File: src/rtl/led_counter_ctrl.sv
// led_counter_ctrl: four-button controller for a 4-bit LED counter.
// Buttons pass through a 2-flop synchronizer, an optional debouncer and a
// registered rising-edge detector before driving the IDLE/RUN/PAUSE FSM.
// Define LED_COUNTER_CTRL_DEBOUNCE_EN to build the debouncer; without it the
// synchronizer feeds the edge detector directly and DEBOUNCE_CYCLES is unused.
module led_counter_ctrl #(
    parameter int TICK_DIV        = 25000000,
    parameter int DEBOUNCE_CYCLES = 250000
) (
    input  logic       clkin,
    input  logic       rst_n,
    input  logic       btn_run,
    input  logic       btn_step,
    input  logic       btn_dir,
    input  logic       btn_clear,
    output logic [0:3] led,
    output logic       tick,
    output logic [1:0] state,
    output logic       dir_up
);

    localparam logic [1:0] ST_IDLE  = 2'b00;
    localparam logic [1:0] ST_RUN   = 2'b01;
    localparam logic [1:0] ST_PAUSE = 2'b10;

    localparam int               DIV_W    = $clog2(TICK_DIV);
    localparam logic [DIV_W-1:0] DIV_LAST = DIV_W'(TICK_DIV - 1);

    if (TICK_DIV < 2) begin : g_bad_tick_div
        $error("TICK_DIV must be at least 2");
    end
    if (DEBOUNCE_CYCLES < 1) begin : g_bad_debounce_cycles
        $error("DEBOUNCE_CYCLES must be at least 1");
    end

    // Count one position in the chosen direction; 4-bit arithmetic wraps 15<->0.
    function automatic logic [3:0] step_count(input logic [3:0] cur, input logic up);
        return up ? (cur + 4'd1) : (cur - 4'd1);
    endfunction

    logic rst_sync_p0;
    logic rst_sync_p1;
    logic rst_int_n;

    // Internal reset asserts immediately with rst_n and releases on the second clock edge.
    always_ff @(posedge clkin or negedge rst_n) begin
        if (!rst_n) begin
            rst_sync_p0 <= 1'b0;
            rst_sync_p1 <= 1'b0;
        end else begin
            rst_sync_p0 <= 1'b1;
            rst_sync_p1 <= rst_sync_p0;
        end
    end

    assign rst_int_n = rst_sync_p1;

    // Bit order throughout the button path: {clear, dir, step, run}.
    logic [3:0] btn_raw;
    logic [3:0] sync_p0;
    logic [3:0] sync_p1;
    logic [3:0] level;

    assign btn_raw = {btn_clear, btn_dir, btn_step, btn_run};

    // Two-flop synchronizer for the asynchronous button inputs.
    always_ff @(posedge clkin or negedge rst_int_n) begin
        if (!rst_int_n) begin
            sync_p0 <= '0;
            sync_p1 <= '0;
        end else begin
            sync_p0 <= btn_raw;
            sync_p1 <= sync_p0;
        end
    end

    // ---- debounce stage ----
`ifdef LED_COUNTER_CTRL_DEBOUNCE_EN
    localparam int               DEB_W    = $clog2(DEBOUNCE_CYCLES + 1);
    localparam logic [DEB_W-1:0] DEB_LAST = DEB_W'(DEBOUNCE_CYCLES - 1);

    logic [DEB_W-1:0] deb_cnt [4];

    // Accept a new level only after it has differed for DEBOUNCE_CYCLES consecutive cycles.
    always_ff @(posedge clkin or negedge rst_int_n) begin
        if (!rst_int_n) begin
            level <= '0;
            for (int i = 0; i < 4; i++) begin
                deb_cnt[i] <= '0;
            end
        end else begin
            for (int i = 0; i < 4; i++) begin
                if (sync_p1[i] == level[i]) begin
                    deb_cnt[i] <= '0;
                end else if (deb_cnt[i] == DEB_LAST) begin
                    level[i]   <= sync_p1[i];
                    deb_cnt[i] <= '0;
                end else begin
                    deb_cnt[i] <= deb_cnt[i] + DEB_W'(1);
                end
            end
        end
    end
`else
    assign level = sync_p1;
`endif

    // ---- edge-detect stage ----
    logic [3:0] level_prev;
    logic [3:0] evt;
    logic       ev_run;
    logic       ev_step;
    logic       ev_dir;
    logic       ev_clear;

    // Registered rising-edge detector: a held button yields a single one-cycle event.
    always_ff @(posedge clkin or negedge rst_int_n) begin
        if (!rst_int_n) begin
            level_prev <= '0;
            evt        <= '0;
        end else begin
            level_prev <= level;
            evt        <= level & ~level_prev;
        end
    end

    assign ev_run   = evt[0];
    assign ev_step  = evt[1];
    assign ev_dir   = evt[2];
    assign ev_clear = evt[3];

    // ---- FSM / counter stage ----
    logic [3:0]       count;
    logic [DIV_W-1:0] div;

    // Mode FSM, prescaler and counter; clear beats run, run beats step and tick.
    always_ff @(posedge clkin or negedge rst_int_n) begin
        if (!rst_int_n) begin
            state  <= ST_IDLE;
            count  <= '0;
            div    <= '0;
            tick   <= 1'b0;
            dir_up <= 1'b1;
        end else begin
            tick <= 1'b0;
            if (ev_dir) begin
                dir_up <= ~dir_up;
            end
            if (ev_clear) begin
                state <= ST_IDLE;
                count <= '0;
                div   <= '0;
            end else begin
                case (state)
                    ST_IDLE: begin
                        div <= '0;
                        if (ev_run) begin
                            state <= ST_RUN;
                        end else if (ev_step) begin
                            state <= ST_PAUSE;
                            count <= step_count(count, dir_up);
                        end
                    end
                    ST_RUN: begin
                        if (ev_run) begin
                            state <= ST_PAUSE;
                        end else if (div == DIV_LAST) begin
                            div   <= '0;
                            tick  <= 1'b1;
                            count <= step_count(count, dir_up);
                        end else begin
                            div <= div + DIV_W'(1);
                        end
                    end
                    ST_PAUSE: begin
                        if (ev_run) begin
                            state <= ST_RUN;
                            div   <= '0;
                        end else if (ev_step) begin
                            count <= step_count(count, dir_up);
                        end
                    end
                    default: begin
                        state <= ST_IDLE;
                        div   <= '0;
                    end
                endcase
            end
        end
    end

    assign led = count;

endmodule

File: config.mk
export PLATFORM = sky130hd
export DESIGN_NAME = led_counter_ctrl
export DESIGN_NICKNAME = d
export VERILOG_FILES = /design/src/rtl/led_counter_ctrl.sv
export SDC_FILE = /design/constraint.sdc
export NUM_CORES = 1
export LEC_CHECK = 0
export CAP_MARGIN = 0
export CORE_UTILIZATION = 50
export DETAILED_ROUTE_END_ITERATION = 7
export PLACE_DENSITY_LB_ADDON = 0.3
export SLEW_MARGIN = 10
export SYNTH_ARGS = -nofsm -noshare
export SYNTH_HDL_FRONTEND = slang
export SYNTH_SLANG_ARGS = --single-unit
File: constraint.sdc
create_clock -name clkin -period 1.55 [get_ports clkin]
set_input_delay 0.155 -clock clkin [delete_from_list [all_inputs] [get_ports clkin]]
set_output_delay 0.155 -clock clkin [all_outputs]
set_load 0.005 [all_outputs]
==> flow_summary.json, run 1 <==
{
  "ir_worst_vdd_uv": 715,
  "diodes": 0,
  "cts-buffers-inserted": 5,
  "area_growth_syn_to_layout_pct": 48.6,
  "overflow": 0,
  "core_area_mm2": 0.00472,
  "fin_worst_skew_ns": 0.0147,
  "placed_cells_incl_taps": 376,
  "dr.pass1.iters": 4,
  "p_comb_share_pct": 35.2,
  "syn_inst": 249,
  "slew_viol_final": 0,
  "yosysTopAreaCell": "dfrtp_1",
  "row_count": 25,
  "syn_avg_cell_area_um2": 9.87,
  "cp_slowest_stage_delay_ns": 0.43,
  "chipWidth_um": 72.1,
  "p_per_area_mw_per_mm2": 993,
  "yosysWarnings": 0,
  "syn-num-nets": 259,
  "globalRouteTotalUtil_pct": 25.6,
  "required_ns": 1.77,
  "clockBufferDepth": 2,
  "ios": 14,
  "layout_commonest_cell": "buf_4",
  "power.leakage_nw": 1.61,
  "worst-path-max-fanout": 4,
  "antenna_found_initial": 0,
  "hold_violations": 0,
  "violations": "setup timing",
  "internal-power_mw": 2.45,
  "p_seq_share_pct": 42.0,
  "switchingPower_mw": 1.17,
  "path_class": "reg2reg",
  "setup_violations": 29,
  "worstSkewPairLatency_ns": 0.32,
  "drt-total-wl_mm": 7.18,
  "ant_nets": 0,
  "switching_share_pct": 32.4,
  "fillCellCount": 277,
  "final_cell_mix": "buf_4, dfrtp_1, nand2_1",
  "maxCapViolCount": 0,
  "grt_start_max_net_pins": 26,
  "initial_utilization_pct": 52.0,
  "synth_area_mm2": 0.00246,
  "synth_edf_count": 0,
  "path_cells": "ha_4, nand3_4, and4bb_4, buf_6, a21o_1, a311oi_2, a31o_2",
  "first_global_vias": 2180,
  "clockRootBuffer": "clkbuf_8",
  "io_buffers": 13,
  "setup_slack_ns": -0.294,
  "vias": 2375,
  "status": "complete, but fails checks",
  "nets": 349,
  "crit_arrival_ns": 2.07,
  "synth-async-reset-ratio_pct": 100,
  "rsz0062_at_grt": "yes",
  "post-place-ws_ns": -0.254,
  "endpoint_kind": "register",
  "dieArea_mm2": 0.00520,
  "synth-seq-cells": 51,
  "ys_seq_area_share_pct": 52.0,
  "yosys.cell_types.count": 48,
  "hpwl_mm": 4.03,
  "startpoint_type": "register",
  "synth_top_area_share_pct": 50.9,
  "drive_gt1_share_pct": 42.1,
  "yosys-top-cells-area": "dfrtp_1, a31oi_1, nand2_1",
  "drt_iter0_drc": 277,
  "grt_pass1_wl_mm": 10.1,
  "cts_tree": "done",
  "clockPowerShare_pct": 22.8,
  "cpMaxStageDelayCell": "dfrtp_1",
  "cts.clk_slew.worst_paths_ns": 0.11,
  "finalCritPeriodShare_pct": 119,
  "fmax_ghz": 0.542,
  "die_h_um": 72.1,
  "cts.sinks": 51,
  "place.gp.congestion": 0.842,
  "fin_crit_ns": 1.84,
  "cts_htree_levels": 2,
  "via_per_inst": 5.84,
  "finalNonFillerCells": 407,
  "synthFlopType": "dfrtp_1",
  "min_path_type": "reg2async",
  "post_drt_wl_per_cell_um": 17.6,
  "post-route-drc-count": 0
}
-- worst paths after layout --
path	from	endpoint	slack, ns	cells past startpoint
max in group asynchronous	rst_int_n	div[7]	0.82	1
min reg2reg	rst_int_n	div[2]	0.19	0
min	rst_int_n	div[2]	0.19	0
min in group clkin	btn_dir	sync_p0[2]	0.26	1
max reg2reg	div[0]	led[0]	-0.29	7
max	div[0]	led[0]	-0.29	7
-- cell usage after synthesis (all sizes together) (5+ instances only) --
cell	number
inv	12
dfrtp	50
nor3	5
nand4	9
a31oi	18
nor2b	5
nand2b	5
nor2	17
nand2	23
o21ai	16
a21oi	15
buf	6
nand3	15
-- cells by family after synthesis --
family / count (synthesis) / synth area share (%)
DFF: 51 / 52.0
buffers and inverters: 22 / 3.67
adders and majority gates: 4 / 2.34
other: 1 / 0.153
muxes: 3 / 1.27
and+or+nand+nor: 103 / 24.0
AOI/OAI and AO/OA: 60 / 14.8
xor gates and xnor gates: 5 / 1.78
-- state kept, by name (all words and copies together) (netlist names), 2 cells and up --
| register | count |
|---|---|
| evt | 4 |
| level_prev | 4 |
| led | 4 |
| level | 4 |
| div | 25 |
| state | 2 |
| sync_p0 | 4 |
-- worst max-delay path: cells and delay by family, from the launching register on --
| kind | cells | cell delay, ns |
|---|---|---|
| AND/OR/NAND/NOR | 2 | 0.48 |
| AO/OA/AOI/OAI | 3 | 0.56 |
| buffers and inverters | 1 | 0.11 |
| adder cells (fa/ha/maj) | 1 | 0.17 |
| flip-flops | 1 | 0.43 |
-- final cells by class --
| cell class | count | area, um2 | area share [%] |
|---|---|---|---|
| Clock buffer | 5 | 68.8 | 1.88 |
| Multi-Input combinational cell | 176 | 1330 | 36.5 |
| Sequential cell | 51 | 1280 | 35.1 |
| Tap cell | 67 | 83.8 | 2.30 |
| Inverter | 12 | 45.0 | 1.23 |
| Timing Repair Buffer | 93 | 813 | 22.3 |
| Clock inverter | 3 | 27.5 | 0.754 |
-- what timing repair did --
| item | 4_1_cts | 5_1_grt |
|---|---|---|
| hold buffers | 1 | 0 |
| pin swaps | 13 | 22 |
| endpoints found under the hold margin | 2 | 0 |
| resized for setup | 24 | 40 |
| setup endpoints to repair | 31 | 31 |
| setup buffers | 9 | 12 |
| gates cloned | 1 | 2 |
-- through the flow --
step / util, % / area [um2] / hold slack [ns] / power, mW / TNS [ns]
2_1_floorplan: - / 2520 / -0.141 / 2.06 / -2.21
3_3_place_gp: 66.3 / 3130 / 0.179 / 2.48 / -2.68
3_5_place_dp: 66.3 / 3130 / 0.186 / 2.52 / -4.59
6_report: 77.3 / 3650 / 0.189 / 3.63 / -5.29
5_1_grt: 77.3 / 3650 / 0.206 / 3.81 / -6.54
4_1_cts: 71.5 / 3380 / 0.193 / 3.43 / -3.11
-- layer usage --
metal | GRT usage (%) | vias up | part of all wire, %
met5 | 0 | - | 0
met4 | 9.15 | 0 | 3.2
met3 | 4.44 | 23 | 5.6
met2 | 42.9 | 101 | 51
met1 | 33.5 | 1175 | 40
li1 | - | 1076 | -
-- power groups by stage --
stage               Combinational [mW]  Sequential [mW]  Clock (mW)
CTS                               1.08             1.52       0.835
finish                            1.27             1.52       0.827
detailed placement               0.979             1.54           0
global placement                 0.941             1.54           0
global route                      1.40             1.53       0.885
floorplan                        0.501             1.56           0
(Power assumes the default switching activity.)
==> run 2, diff against run 1 <==
--- a/config.mk
+++ b/config.mk
@@ -5,8 +5,8 @@
 export SDC_FILE = /design/constraint.sdc
 export NUM_CORES = 1
 export LEC_CHECK = 0
-export CAP_MARGIN = 0
-export CORE_UTILIZATION = 50
+export CAP_MARGIN = 20
+export CORE_UTILIZATION = 30
 export DETAILED_ROUTE_END_ITERATION = 7
 export PLACE_DENSITY_LB_ADDON = 0.3
 export SLEW_MARGIN = 10
==> run 2 against run 1 <==
  * The flow still finishes with violations (setup timing)
  * Hold slack better by 0.012 ns
  * Count of clock-buffer cells in the layout unchanged
  * Combinational power down 5%
  * Non-clock buffer count down 4
  * Sequential power about the same
  * Die area up 65%
  * Via count down 9.0%
  * Setup slack better by 0.092 ns
  * Critical endpoint is now led[2]
  * Largest cell class unchanged
==> flow_summary.json, run 2 (synthesis gave the netlist of run 1 again) <==
{
  "crit_arrival_ns": 1.97,
  "post_drt_wl_per_cell_um": 14.2,
  "grt_start_max_net_pins": 26,
  "cpMaxStageDelayCell": "dfrtp_1",
  "core_area_mm2": 0.00781,
  "cts-buffers-inserted": 5,
  "final_cell_mix": "buf_4, dfrtp_1, nand2_1",
  "post-place-ws_ns": -0.220,
  "min_path_type": "reg2async",
  "setup_violations": 27,
  "dieArea_mm2": 0.00856,
  "drt_iter0_drc": 154,
  "startpoint_type": "register",
  "dr_wl_met2_mm": 3.23,
  "clockRootBuffer": "clkbuf_8",
  "drive_gt1_share_pct": 42.0,
  "cts_htree_levels": 2,
  "layout_commonest_cell": "buf_4",
  "rsz0062_at_grt": "yes",
  "area_growth_syn_to_layout_pct": 52.2,
  "path_delay_family": "simple AND/OR/NAND/NOR gates",
  "slew_viol_final": 0,
  "dr.max_layer_used": "met4",
  "cp_num_buf_inv": 1,
  "io_buffers": 13,
  "path_cells": "ha_4, nand3_4, and4bb_4, buf_6, a21oi_2, or4_1, o31ai_1",
  "row_count": 32,
  "maxCapViolCount": 0,
  "ant_nets": 0,
  "cp_slowest_stage_delay_ns": 0.43,
  "vias": 2162,
  "hpwl_mm": 4.10,
  "die_h_um": 92.5,
  "globalRouteTotalUtil_pct": 14.0,
  "ir_worst_vdd_uv": 510,
  "post-route-drc-count": 0,
  "met1_length_mm": 2.77,
  "power.leakage_nw": 1.60,
  "via_per_inst": 4.94,
  "worst-path-max-fanout": 4,
  "cts.clk_slew.worst_paths_ns": 0.11,
  "dr.pass1.iters": 4,
  "ios": 14,
  "overflow": 0,
  "endpoint_kind": "register",
  "path_class": "reg2reg",
  "fin_worst_skew_ns": 0.00846,
  "initial_utilization_pct": 31.5,
  "grt_pass1_wl_mm": 9.48,
  "met3_length_um": 130,
  "cts_tree": "done",
  "place.gp.congestion": 0.800,
  "hold-worst-slack_ns": 0.201,
  "hold_violations": 0,
  "largest_register_ffs": 25,
  "diodes": 0,
  "chipWidth_um": 92.5,
  "first_global_vias": 2077,
  "fmax_ghz": 0.571,
  "setup_slack_ns": -0.202,
  "status": "complete, but fails checks",
  "antenna_found_initial": 0,
  "finalCritPeriodShare_pct": 113,
  "drt-total-wl_mm": 6.21,
  "largest_register": "div",
  "worstSkewPairLatency_ns": 0.31,
  "clockBufferDepth": 2,
  "required_ns": 1.77,
  "fin_crit_ns": 1.75,
  "cts.sinks": 51,
  "nets": 345,
  "violations": "setup timing",
  "p_per_area_mw_per_mm2": 960
}
## run 2: area by class of cell
class	count	area [um2]
inverters	12	45.0
clock inverters	3	33.8
well taps	102	128
flip-flops and latches	51	1280
repair buffers	89	836
multi-input cells	176	1350
fillers	709	4070
clock buffers	5	68.8
## run 2: metal layers
layer,vias to the layer above,global-route usage [%]
li1,1077,-
met1,1053,18.2
met2,26,23.6
met3,6,2.30
met4,0,5.08
met5,-,0
## run 2: report_power, final
group	internal (mW)	switching, mW	total [mW]
registers	1.43	0.0931	1.53
clock network	0.344	0.507	0.850
logic	0.666	0.548	1.21
## run 2: metrics by stage
step / area [um2] / utilization [%] / std cells / setup TNS [ns] / power, mW
2_1_floorplan: 2520 / - / 249 / -2.21 / 2.06
3_3_place_gp: 3190 / 40.8 / 413 / -2.71 / 2.50
3_5_place_dp: 3190 / 40.8 / 413 / -4.49 / 2.54
4_1_cts: 3400 / 43.6 / 426 / -3.09 / 3.47
5_1_grt: 3740 / 47.9 / 438 / -5.61 / 3.79
6_report: 3740 / 47.9 / 438 / -4.17 / 3.59
## run 2: timing repair
item | CTS | global route
resized for setup | 30 | 46
pin swaps | 15 | 25
hold buffers | 1 | 0
gates cloned | 1 | 2
setup buffers | 3 | 11
setup endpoints to repair | 30 | 32
endpoints found under the hold margin | 2 | 0
## run 2: worst paths after layout
path                       startpoint          to  slack [ns]  cells after the start
min in group clkin            btn_run  sync_p0[0]        0.27                      1
hold / removal              rst_int_n  sync_p0[3]        0.20                      0
setup / recovery               div[1]      led[2]       -0.20                      7
hold reg to reg             rst_int_n  sync_p0[3]        0.20                      0
max in group asynchronous   rst_int_n     div[15]        0.80                      1
setup reg to reg               div[1]      led[2]       -0.20                      7
==> run 3, diff against run 2 <==
--- a/config.mk
+++ b/config.mk
@@ -6,10 +6,12 @@
 export NUM_CORES = 1
 export LEC_CHECK = 0
 export CAP_MARGIN = 20
+export CELL_PAD_IN_SITES_DETAIL_PLACEMENT = 1
+export CELL_PAD_IN_SITES_GLOBAL_PLACEMENT = 1
 export CORE_UTILIZATION = 30
 export DETAILED_ROUTE_END_ITERATION = 7
+export DONT_BUFFER_PORTS = 1
 export PLACE_DENSITY_LB_ADDON = 0.3
-export SLEW_MARGIN = 10
 export SYNTH_ARGS = -nofsm -noshare
 export SYNTH_HDL_FRONTEND = slang
 export SYNTH_SLANG_ARGS = --single-unit
==> run 3 against run 2 <==
  * The flow still finishes with violations (setup timing)
  * Highest routed layer unchanged
  * Design area shrank 7.7%
  * Largest power group unchanged
  * Clock skew is essentially flat
  * Maximum frequency fell by 2.0%
  * Hold slack got worse by 0.14 ns
  * Sequential share of layout area is 2.9 points higher
  * Critical path depth decreased by 2
  * Count of clock-buffer cells in the layout is the same
  * Clock power up 2.6%
  * Sequential power hardly changed
==> flow_summary.json, run 3 (synthesis gave the netlist of run 1 again) <==
{
  "ir_worst_vdd_uv": 402,
  "ios": 14,
  "hpwl_mm": 4.73,
  "initial_utilization_pct": 31.5,
  "cts.sinks": 51,
  "dr.pass1.iters": 4,
  "cp_slowest_stage_delay_ns": 0.58,
  "maxCapViolCount": 0,
  "fmax_ghz": 0.559,
  "setup_violations": 28,
  "grt_pass1_wl_mm": 11.8,
  "post-place-ws_ns": -0.239,
  "die_h_um": 92.5,
  "required_ns": 1.77,
  "drive_gt1_share_pct": 38.8,
  "area_growth_syn_to_layout_pct": 40.5,
  "violations": "setup timing",
  "largest_register": "div",
  "cts_htree_levels": 2,
  "ant_nets": 0,
  "first_global_vias": 2385,
  "startpoint_type": "register",
  "status": "complete, but fails checks",
  "via_per_inst": 5.13,
  "rsz0062_at_grt": "yes",
  "final_cell_mix": "buf_4, dfrtp_1, nand2_1",
  "clockBufferDepth": 2,
  "antenna_found_initial": 0,
  "reg2regPathDepth": 5,
  "dieArea_mm2": 0.00856,
  "nets": 331,
  "p_per_area_mw_per_mm2": 1000,
  "worst-path-max-fanout": 5,
  "setup_slack_ns": -0.237,
  "fin_crit_ns": 1.79,
  "fillCellCount": 896,
  "chipWidth_um": 92.5,
  "fin_tns_setup_ns": -4.67,
  "endpoint_kind": "register",
  "post-route-drc-count": 0,
  "path_cells": "nand2_1, or4_4, or3_4, a21oi_2, o21ai_1",
  "overflow": 0,
  "cts-buffers-inserted": 5,
  "crit_arrival_ns": 2.00,
  "path_class": "reg2reg",
  "io_buffers": 0,
  "cts.clk_slew.worst_paths_ns": 0.11,
  "hold_violations": 0,
  "diodes": 0,
  "core_area_mm2": 0.00781,
  "grt_start_max_net_pins": 23,
  "drt-total-wl_mm": 6.97,
  "clockRootBuffer": "clkbuf_8",
  "dpl_cell_area_mm2": 0.00309,
  "cts_tree": "done",
  "globalRouteTotalUtil_pct": 17.6,
  "largest_register_ffs": 25,
  "min_path_type": "in2async",
  "cpMaxStageDelayCell": "or4_4",
  "worstSkewPairLatency_ns": 0.31,
  "power.leakage_nw": 1.47,
  "finalCritPeriodShare_pct": 115,
  "row_count": 32,
  "fin_worst_skew_ns": 0.00856,
  "power_mw": 3.47,
  "vias": 2174,
  "post_drt_wl_per_cell_um": 16.4,
  "place.gp.congestion": 0.771,
  "stdcell_area_mm2": 0.00345,
  "layout_commonest_cell": "buf_4",
  "drt_iter0_drc": 67,
  "hold-worst-slack_ns": 0.0567,
  "slew_viol_final": 0
}
==> run 3: cell types whose count changed in the layout (fill, tap and decap cells not counted), moves of 3 or more <==
| cell | delta |
|---|---|
| dlygate4sd3_1 | +4 |
| a21oi_2 | -4 |
| buf_6 | -5 |
| a31oi_4 | -4 |
| buf_4 | +3 |
| o21ai_0 | +4 |
| clkdlybuf4s50_1 | -10 |
| a31oi_1 | +3 |
| a21oi_1 | +3 |
| o21ai_1 | -3 |
==> run 3: worst paths after layout <==
check                            from          end  slack, ns
max                           div[11]      div[23]      -0.24
min                             rst_n  rst_sync_p0       0.06
max reg2reg                   div[11]      div[23]      -0.24
min reg2reg                 rst_int_n       evt[2]       0.20
max in group asynchronous   rst_int_n       evt[0]       0.77
min in group clkin         sync_p0[1]     level[1]       0.36
==> run 3: final cells by class <==
cell class                 instances  area, um2  area share [%]
clock inverter                     3       28.8           0.834
clock buffer                       5       68.8            1.99
tap                              102        128            3.70
inverter                          12       45.0            1.30
sequential                        51       1280            37.2
timing repair buffer              75        618            17.9
multi-input combinational        176       1280            37.1
==> run 3: timing repair <==
item | CTS | global route
gates cloned | 1 | 1
pin swaps | 11 | 9
setup buffers | 3 | 3
gates resized for setup | 25 | 20
endpoints found under the hold margin | 6 | 0
hold buffers | 5 | 0
endpoints found under the setup margin | 28 | 30
==> run 3: per-layer routing <==
metal,up-vias,GRT usage (%),wire [um]
met2,21,29.9,3610
met1,1107,22.9,3180
met4,0,4.82,72
met5,-,0,0
li1,1040,-,-
met3,6,3.04,102
==> run 3: where the power goes <==
group | leakage, nW | internal [mW] | switching (mW) | total, mW
registers | 0.659 | 1.43 | 0.0866 | 1.52
logic | 0.760 | 0.538 | 0.539 | 1.08
clock network | 0.0511 | 0.343 | 0.529 | 0.872
==> run 3: per-stage QoR <==
stage | util [%] | instances
after detailed placement | 39.6 | 404
after global routing | 44.2 | 424
after CTS | 42.9 | 421
final | 44.2 | 424
after global placement | 39.6 | 404
after floorplan | - | 249
==> run 3: worst max-delay path: cells and delay by family, from the launching register on <==
kind,cells,cell delay (ns)
AO/OA/AOI/OAI,2,0.20
flip-flops,1,0.44
AND/OR/NAND/NOR,3,1.05
